$ cat config.mk
export PLATFORM = sky130hd
export DESIGN_NAME = dla_rng_stream
export DESIGN_NICKNAME = d
export VERILOG_FILES = /design/src/rtl/dla_rng_stream.sv
export SDC_FILE = /design/constraint.sdc
export NUM_CORES = 1
export LEC_CHECK = 0
export ABC_AREA = 1
export CAP_MARGIN = 10
export CORE_MARGIN = 4
export CORE_UTILIZATION = 35
export CTS_CLUSTER_SIZE = 12
export DETAILED_ROUTE_END_ITERATION = 6
export GPL_TIMING_DRIVEN = 0
export MAX_ROUTING_LAYER = met4
export PLACE_DENSITY_LB_ADDON = 0.12
export SLEW_MARGIN = 20
export SYNTH_ARGS = -nofsm -noshare
export SYNTH_HDL_FRONTEND = slang
export SYNTH_SLANG_ARGS = --single-unit
$ cat constraint.sdc
create_clock -name clk -period 1.8 [get_ports clk]
set_input_delay 0.36 -clock clk [delete_from_list [all_inputs] [get_ports clk]]
set_output_delay 0.36 -clock clk [all_outputs]
set_load 0.005 [all_outputs]
$ cat src/rtl/dla_rng_stream.sv
// dla_rng_stream: Galois LFSR random-sample source with a valid/ready output port.
// Optional build macro DLA_RNG_RANGE_EN rejects completed samples >= limit (limit != 0).
module dla_rng_stream #(
    parameter int               WIDTH = 16,
    parameter logic [WIDTH-1:0] TAP   = WIDTH'('hD008),
    parameter logic [WIDTH-1:0] SEED  = WIDTH'('hFFFF),
    parameter int               OUT_W = 4
) (
    input  logic             clk,
    input  logic             rst_n,
    input  logic             seed_load,
    input  logic [WIDTH-1:0] seed_value,
    input  logic [OUT_W-1:0] limit,
    output logic             out_valid,
    input  logic             out_ready,
    output logic [OUT_W-1:0] out_data,
    output logic [WIDTH-1:0] lfsr_state
);
    localparam int               CNT_W   = (OUT_W > 2) ? $clog2(OUT_W) : 1;
    localparam logic [CNT_W-1:0] LAST    = CNT_W'(OUT_W - 1);
    localparam logic [WIDTH-1:0] FB_MASK = TAP & ~WIDTH'(1);

    typedef enum logic {FILL, HOLD} state_t;

    state_t           state_q, state_d;
    logic [WIDTH-1:0] lfsr_q, lfsr_d;
    logic [OUT_W-1:0] coll_q, coll_d;
    logic [CNT_W-1:0] count_q, count_d;
    logic [OUT_W-1:0] data_q, data_d;
    logic             valid_q, valid_d;

    logic             msb;
    logic [WIDTH-1:0] lfsr_step;
    logic [OUT_W-1:0] sample;
    logic             accept_ok;

`ifndef DLA_RNG_RANGE_EN
    logic unused_limit;
    assign unused_limit = ^limit;
`endif

    always_comb begin
        msb       = lfsr_q[WIDTH-1];
        lfsr_step = {lfsr_q[WIDTH-2:0], msb} ^ (msb ? FB_MASK : '0);
        sample    = {coll_q[OUT_W-2:0], msb};
        accept_ok = 1'b1;
`ifdef DLA_RNG_RANGE_EN
        accept_ok = (limit == '0) || (sample < limit);
`endif
        state_d = state_q;
        lfsr_d  = lfsr_q;
        coll_d  = coll_q;
        count_d = count_q;
        data_d  = data_q;
        valid_d = valid_q;

        // Reseed overrides everything, including a same-cycle handshake.
        if (seed_load) begin
            lfsr_d  = (seed_value == '0) ? SEED : seed_value;
            coll_d  = '0;
            count_d = '0;
            valid_d = 1'b0;
            state_d = FILL;
        end else if (state_q == FILL) begin
            if (lfsr_q == '0) begin
                lfsr_d = SEED;
            end else begin
                lfsr_d = lfsr_step;
                coll_d = sample;
                if (count_q == LAST) begin
                    count_d = '0;
                    if (accept_ok) begin
                        data_d  = sample;
                        valid_d = 1'b1;
                        state_d = HOLD;
                    end
                end else begin
                    count_d = count_q + 1'b1;
                end
            end
        end else begin
            if (lfsr_q == '0) begin
                lfsr_d = SEED;
            end
            if (valid_q && out_ready) begin
                valid_d = 1'b0;
                state_d = FILL;
            end
        end
    end

    always_ff @(posedge clk or negedge rst_n) begin
        if (!rst_n) begin
            state_q <= FILL;
            lfsr_q  <= SEED;
            coll_q  <= '0;
            count_q <= '0;
            data_q  <= '0;
            valid_q <= 1'b0;
        end else begin
            state_q <= state_d;
            lfsr_q  <= lfsr_d;
            coll_q  <= coll_d;
            count_q <= count_d;
            data_q  <= data_d;
            valid_q <= valid_d;
        end
    end

    assign out_valid  = valid_q;
    assign out_data   = data_q;
    assign lfsr_state = lfsr_q;

endmodule

==> impl_metrics.py, run 1 <==
metrics = {
    "sta": {
        "setup_viol": 0,
        "worst_slack_ns": 0.0470,
        "hold_viol": 0,
        "tns_ns": 0,
        "slew_headroom_pct": 60.4,
        "skew_ns": 0.00658,
        "max_slew.worst_pin.slew_ns": 0.594,
        "rsz0062_at_grt": "false",
        "period_needed_ns": 1.75,
        "max_freq_ghz": 0.570,
        "fin_crit_sh_pct": 97.4,
        "slew_viol_final": 0,
    },
    "drt": {
        "drt-total-wl_um": 4170,
        "wl_met2_um": 1960,
        "drt-initial-drc-count": 76,
        "ant_nets": 0,
        "wire_per_inst_um": 12.7,
        "drt-vias-per-instance": 4.57,
        "firstDrtPassIters": 4,
        "wl_met1_um": 2010,
        "drcViolationCount": 0,
        "top_layer": "met4",
        "via_count": 1495,
        "wl_met3_um": 149,
    },
    "setup_path": {
        "cp_max_fo": 5,
        "crit_path_cell_trace": "clkdlybuf4s50_1",
        "critPathLaunchType": "flip-flop",
        "path_depth": 1,
        "worstPathRequired_ns": 1.44,
        "crit_end": "lfsr_state[11]",
        "crit_start": "lfsr_state[11]$_DFFE_PN1P_",
        "rrSetupSlack_ns": 0.13,
        "critPathKind": "reg2out",
        "cp.arrival_ns": 1.39,
        "worst_r2r_path_depth": 10,
        "cp_slowest_stage_delay_ns": 0.60,
        "reg2reg_to": "lfsr_state[13]$_DFFE_PN1P_",
        "end_kind": "output pin",
        "path_buf_inv": 1,
        "crit_family": "flip-flops",
        "slowest_stage": "dfstp_2",
        "reg2reg_from": "lfsr_state[15]$_DFFE_PN1P_",
    },
    "logic_synthesis": {
        "yosysTopAreaCell": "dfstp_2",
        "synth_area_mm2": 0.00170,
        "synth_ff_type": "dfstp_2",
        "ys_top_cells_by_count": "nand2_1, nor2_1, nand3_1",
        "synthArstFlopShare_pct": 100,
        "synth_area_per_cell_um2": 7.92,
        "synth_edf_count": 0,
        "synth_fp_nets": 241,
        "syn_inst": 215,
        "synth.top_cell.area_share_pct": 24.7,
        "yosysSeqAreaShare_pct": 40.9,
        "synth_area_leaders": "dfstp_2, dfrtp_1, nand2_1, nand3_1, nor2_1",
        "ys_types": 24,
        "yosysMostFrequentCell": "nand2_1",
        "yosys_warnings": 0,
        "ys_ff_latch": 27,
    },
    "pwr": {
        "p_switching_uw": 655,
        "p_sw_share_pct": 32.2,
        "p_total_mw": 2.04,
        "seq_power_share_pct": 45.3,
        "leakage_nw": 1.01,
        "p_per_area_mw_per_mm2": 893,
        "internal_power_mw": 1.38,
        "combPwrFrac_pct": 35.7,
        "peakVddDrop_v": 0.000502,
        "p_clk_share_pct": 19.0,
    },
    "final_layout": {
        "diodes": 0,
        "layout-drive-gt1-share_pct": 22.3,
        "synthToLayoutAreaGrowth_pct": 33.9,
        "design_area_mm2": 0.00228,
        "fillCellCount": 495,
        "final_cells": 327,
        "final_nets": 287,
    },
    "placed_design": {
        "gp_congestion": 0.795,
        "place_inst": 321,
        "numPortBuffers": 39,
        "placed_area_mm2": 0.00217,
        "dp_slack_ns": -0.167,
        "hpwlAfterDp_um": 3040,
    },
    "floorplanning": {
        "die_w_um": 77.8,
        "core_area_mm2": 0.00472,
        "die_h_um": 77.8,
        "io_pins": 45,
        "num_rows": 25,
        "dieArea_mm2": 0.00605,
        "start_util_pct": 36.1,
    },
    "grt": {
        "antenna_found_initial": 0,
        "track_usage_pct": 15.3,
        "grt_pass1_vias": 1514,
        "overflow": 0,
        "grt_start_max_net_pins": 28,
        "grt_pass1_wl_um": 7250,
    },
    "clock_tree": {
        "cts_sinks": 27,
        "clock_tree.root_cell": "clkbuf_8",
        "htreeDepth": 1,
        "clk_pin_slew_ns": 0.11,
        "ctsLongestPathBuffers": 2,
        "ctsHoldBuffers": 0,
        "cts_buffers": 3,
        "clk_latency_ns": 0.29,
        "cts_tree": "yes",
    },
    "job": {
        "drv_cap": 0,
    },
    "run_status": {
        "status": "completed",
    },
    "hold_path": {
        "min_path_type": "in2async",
    },
}
[cell type report]
class | count | area (µm²) | area share [%]
Multi-Input combinational cell | 166 | 922 | 40.4
Sequential cell | 27 | 696 | 30.5
Timing Repair Buffer | 41 | 400 | 17.6
Tap cell | 67 | 83.8 | 3.68
Buffer | 9 | 78.8 | 3.46
Inverter | 13 | 48.8 | 2.14
Clock buffer | 3 | 41.3 | 1.81
Clock inverter | 1 | 8.76 | 0.384
[state kept, by name (all words and copies together) (netlist names)]
signal and cells:
out_valid 1, lfsr_state 16, count_q 2, coll_q 3, state_q 1, out_data 4
[stage by stage]
step | utilization, % | hold WS, ns
2_1_floorplan | - | 0.0644
3_3_place_gp | 46.1 | 0.476
3_5_place_dp | 46.0 | 0.412
4_1_cts | 47.4 | 0.0890
5_1_grt | 48.3 | 0.0921
6_report | 48.3 | 0.0664
[worst min-delay path by stage]
stage / endpoint / slack [ns]
after floorplan: coll_q[0]$_DFFE_PN0P_ / 0.06
after global placement: out_data[3]$_DFFE_PN0P_ / 0.48
after detailed placement: out_data[3]$_DFFE_PN0P_ / 0.41
after CTS: state_q$_DFF_PN0_ / 0.09
after global routing: out_valid$_DFFE_PN0P_ / 0.09
final: out_valid$_DFFE_PN0P_ / 0.07
[routing by layer]
layer  up-vias  track usage, %
li1        784               -
met1       679            20.4
met2        27            23.7
met3         5            2.78
met4         0            4.27
met5         -               -
[cells in the final DEF, fill, tap and decap left out, types with 3 or more instances in the layout]
cell type	netlist	routed
buf_2	6	6
clkbuf_8	0	3
clkdlybuf4s50_1	0	38
dfrtp_1	11	11
dfstp_2	16	16
inv_1	11	11
nand2_1	52	52
nand3_1	31	31
nand3_2	11	10
nand3b_1	11	11
nor2_1	33	33
nor2_4	4	5
o21ai_0	5	5
o21ai_1	3	3
xnor2_1	3	3
[logic make-up (layout without fill, tap and decap cells)]
| kind of cell | after synthesis | in the layout | share of synthesized area [%] |
|---|---|---|---|
| buffers and inverters | 22 | 67 | 6.69 |
| DFF | 27 | 27 | 40.9 |
| AOI/OAI and AO/OA | 11 | 11 | 3.31 |
| and+or+nand+nor | 150 | 150 | 46.1 |
| adders and majority gates | 2 | 2 | 1.47 |
| xor gates and xnor gates | 3 | 3 | 1.54 |
[power by group through the flow]
stage	Sequential, mW	Clock [mW]	Combinational, mW
2_1_floorplan	0.921	0	0.363
3_3_place_gp	0.935	0	0.720
3_5_place_dp	0.935	0	0.721
4_1_cts	0.924	0.397	0.730
5_1_grt	0.950	0.424	0.815
6_report	0.922	0.388	0.726
[repair_timing]
item                       CTS  global route
resized for setup            4             7
pin swaps                    0             0
setup buffers                0             2
setup endpoints to repair   22            19
Power figures use the tool's default switching activity.
==> run 2: changes to the inputs <==
--- a/config.mk
+++ b/config.mk
@@ -7,7 +7,7 @@
 export LEC_CHECK = 0
 export ABC_AREA = 1
 export CAP_MARGIN = 10
-export CORE_MARGIN = 4
+export CORE_MARGIN = 5
 export CORE_UTILIZATION = 35
 export CTS_CLUSTER_SIZE = 12
 export DETAILED_ROUTE_END_ITERATION = 6
==> run 2 against run 1 <==
Sequential power barely moved. Highest routed layer unchanged. Register-to-register slack barely moved. Critical endpoint is now lfsr_state[13]. Clock-buffer cell count did not move.
==> impl_metrics.py, run 2 (synthesis gave the netlist of run 1 again) <==
metrics = {
    "run_status": {
        "status": "completed",
    },
    "setup_path": {
        "reg2reg_from": "lfsr_state[15]$_DFFE_PN1P_",
        "cp_slowest_stage_delay_ns": 0.60,
        "end_kind": "output pin",
        "critPathLaunchType": "flip-flop",
        "crit_path_cell_trace": "clkdlybuf4s50_1",
        "cp_max_fo": 5,
        "path_buf_inv": 1,
        "crit_family": "flip-flops",
        "cp.arrival_ns": 1.39,
        "worst_r2r_path_depth": 10,
        "worstPathRequired_ns": 1.44,
        "reg2reg_to": "lfsr_state[8]$_DFFE_PN1P_",
        "slowest_stage": "dfstp_2",
        "critPathKind": "reg2out",
        "rrSetupSlack_ns": 0.13,
    },
    "sta": {
        "rsz0062_at_grt": "false",
        "skew_ns": 0.00550,
        "fin_crit_sh_pct": 97.2,
        "period_needed_ns": 1.75,
        "max_freq_ghz": 0.572,
        "tns_ns": 0,
        "slew_viol_final": 0,
        "worst_slack_ns": 0.0511,
        "setup_viol": 0,
        "max_slew.worst_pin.slew_ns": 0.598,
        "slew_headroom_pct": 60.1,
        "hold_viol": 0,
    },
    "placed_design": {
        "placed_area_mm2": 0.00217,
        "numPortBuffers": 39,
        "place_inst": 321,
        "hpwlAfterDp_um": 3110,
        "dp_slack_ns": -0.173,
        "gp_congestion": 0.777,
    },
    "pwr": {
        "p_per_area_mw_per_mm2": 892,
        "peakVddDrop_v": 0.000600,
        "leakage_nw": 1.01,
    },
    "floorplanning": {
        "start_util_pct": 36.1,
        "core_area_mm2": 0.00472,
        "die_h_um": 79.8,
        "dieArea_mm2": 0.00636,
        "io_pins": 45,
        "die_w_um": 79.8,
        "num_rows": 25,
    },
    "clock_tree": {
        "ctsHoldBuffers": 0,
        "ctsLongestPathBuffers": 2,
        "clock_tree.root_cell": "clkbuf_8",
        "cts_buffers": 3,
        "htreeDepth": 1,
        "clk_pin_slew_ns": 0.10,
        "cts_sinks": 27,
        "cts_tree": "yes",
        "clk_latency_ns": 0.28,
    },
    "drt": {
        "drt-initial-drc-count": 55,
        "ant_nets": 0,
        "drt-total-wl_um": 4220,
        "drcViolationCount": 0,
        "drt-vias-per-instance": 4.60,
        "wire_per_inst_um": 12.9,
        "firstDrtPassIters": 4,
        "via_count": 1501,
    },
    "grt": {
        "antenna_found_initial": 0,
        "grt_pass1_vias": 1570,
        "track_usage_pct": 15.1,
        "overflow": 0,
        "grt_start_max_net_pins": 28,
        "grt_pass1_wl_um": 7380,
    },
    "final_layout": {
        "layout-drive-gt1-share_pct": 22.0,
        "fin_util_pct": 48.1,
        "diodes": 0,
        "largest_reg_flops": 16,
        "final_common_cell": "nand2_1",
        "final_nets": 286,
        "design_area_mm2": 0.00227,
        "layout_common_cells": "nand2_1, clkdlybuf4s50_1, nor2_1",
        "final_cells": 326,
        "synthToLayoutAreaGrowth_pct": 33.4,
    },
    "job": {
        "drv_cap": 0,
    },
    "hold_path": {
        "min_path_type": "in2async",
    },
}
==> run 2: worst max path at each step <==
stage / slack, ns / cells after the start / from / to
2_1_floorplan: 0.11 / 9 / lfsr_state[15]$_DFFE_PN1P_ / lfsr_state[15]$_DFFE_PN1P_
3_3_place_gp: -0.14 / 9 / lfsr_state[15]$_DFFE_PN1P_ / out_data[2]$_DFFE_PN0P_
3_5_place_dp: -0.17 / 9 / lfsr_state[15]$_DFFE_PN1P_ / lfsr_state[6]$_DFFE_PN1P_
4_1_cts: 0.01 / 10 / lfsr_state[15]$_DFFE_PN1P_ / coll_q[1]$_DFFE_PN0P_
5_1_grt: 0.006 / 1 / lfsr_state[13]$_DFFE_PN1P_ / lfsr_state[13]
6_report: 0.05 / 1 / lfsr_state[13]$_DFFE_PN1P_ / lfsr_state[13]
==> run 2: through the flow <==
step | hold slack (ns) | total power [mW]
floorplan | 0.0644 | 1.28
global placement | 0.472 | 1.66
detailed placement | 0.414 | 1.66
CTS | 0.0923 | 2.06
global route | 0.107 | 2.19
finish | 0.0707 | 2.03
==> run 2: power by group <==
part	switching [mW]	leakage (nW)	internal, mW
Clock	0.213	0.0261	0.163
Combinational	0.316	0.669	0.414
Sequential	0.119	0.315	0.802
==> run 2: layout make-up <==
| cell class | instances | area (µm²) |
|---|---|---|
| tap | 67 | 83.8 |
| buffer | 9 | 78.8 |
| timing repair buffer | 40 | 393 |
| clock inverter | 1 | 8.76 |
| clock buffer | 3 | 41.3 |
| inverter | 13 | 48.8 |
| multi-input combinational | 166 | 922 |
| fill | 474 | 2450 |
| sequential | 27 | 696 |
==> run 2: timing repair <==
item	4_1_cts	5_1_grt
hold endpoints to repair	0	0
gates resized for setup	4	7
setup endpoints to repair	22	21
buffers inserted	0	1
==> run 2: per-layer routing <==
| layer | routed length (µm) | up-vias | GRT usage [%] |
|---|---|---|---|
| met5 | 0 | - | - |
| met4 | 40 | 0 | 4.05 |
| li1 | - | 784 | - |
| met1 | 2040 | 686 | 19.2 |
| met2 | 1960 | 27 | 24.5 |
| met3 | 174 | 4 | 3.05 |
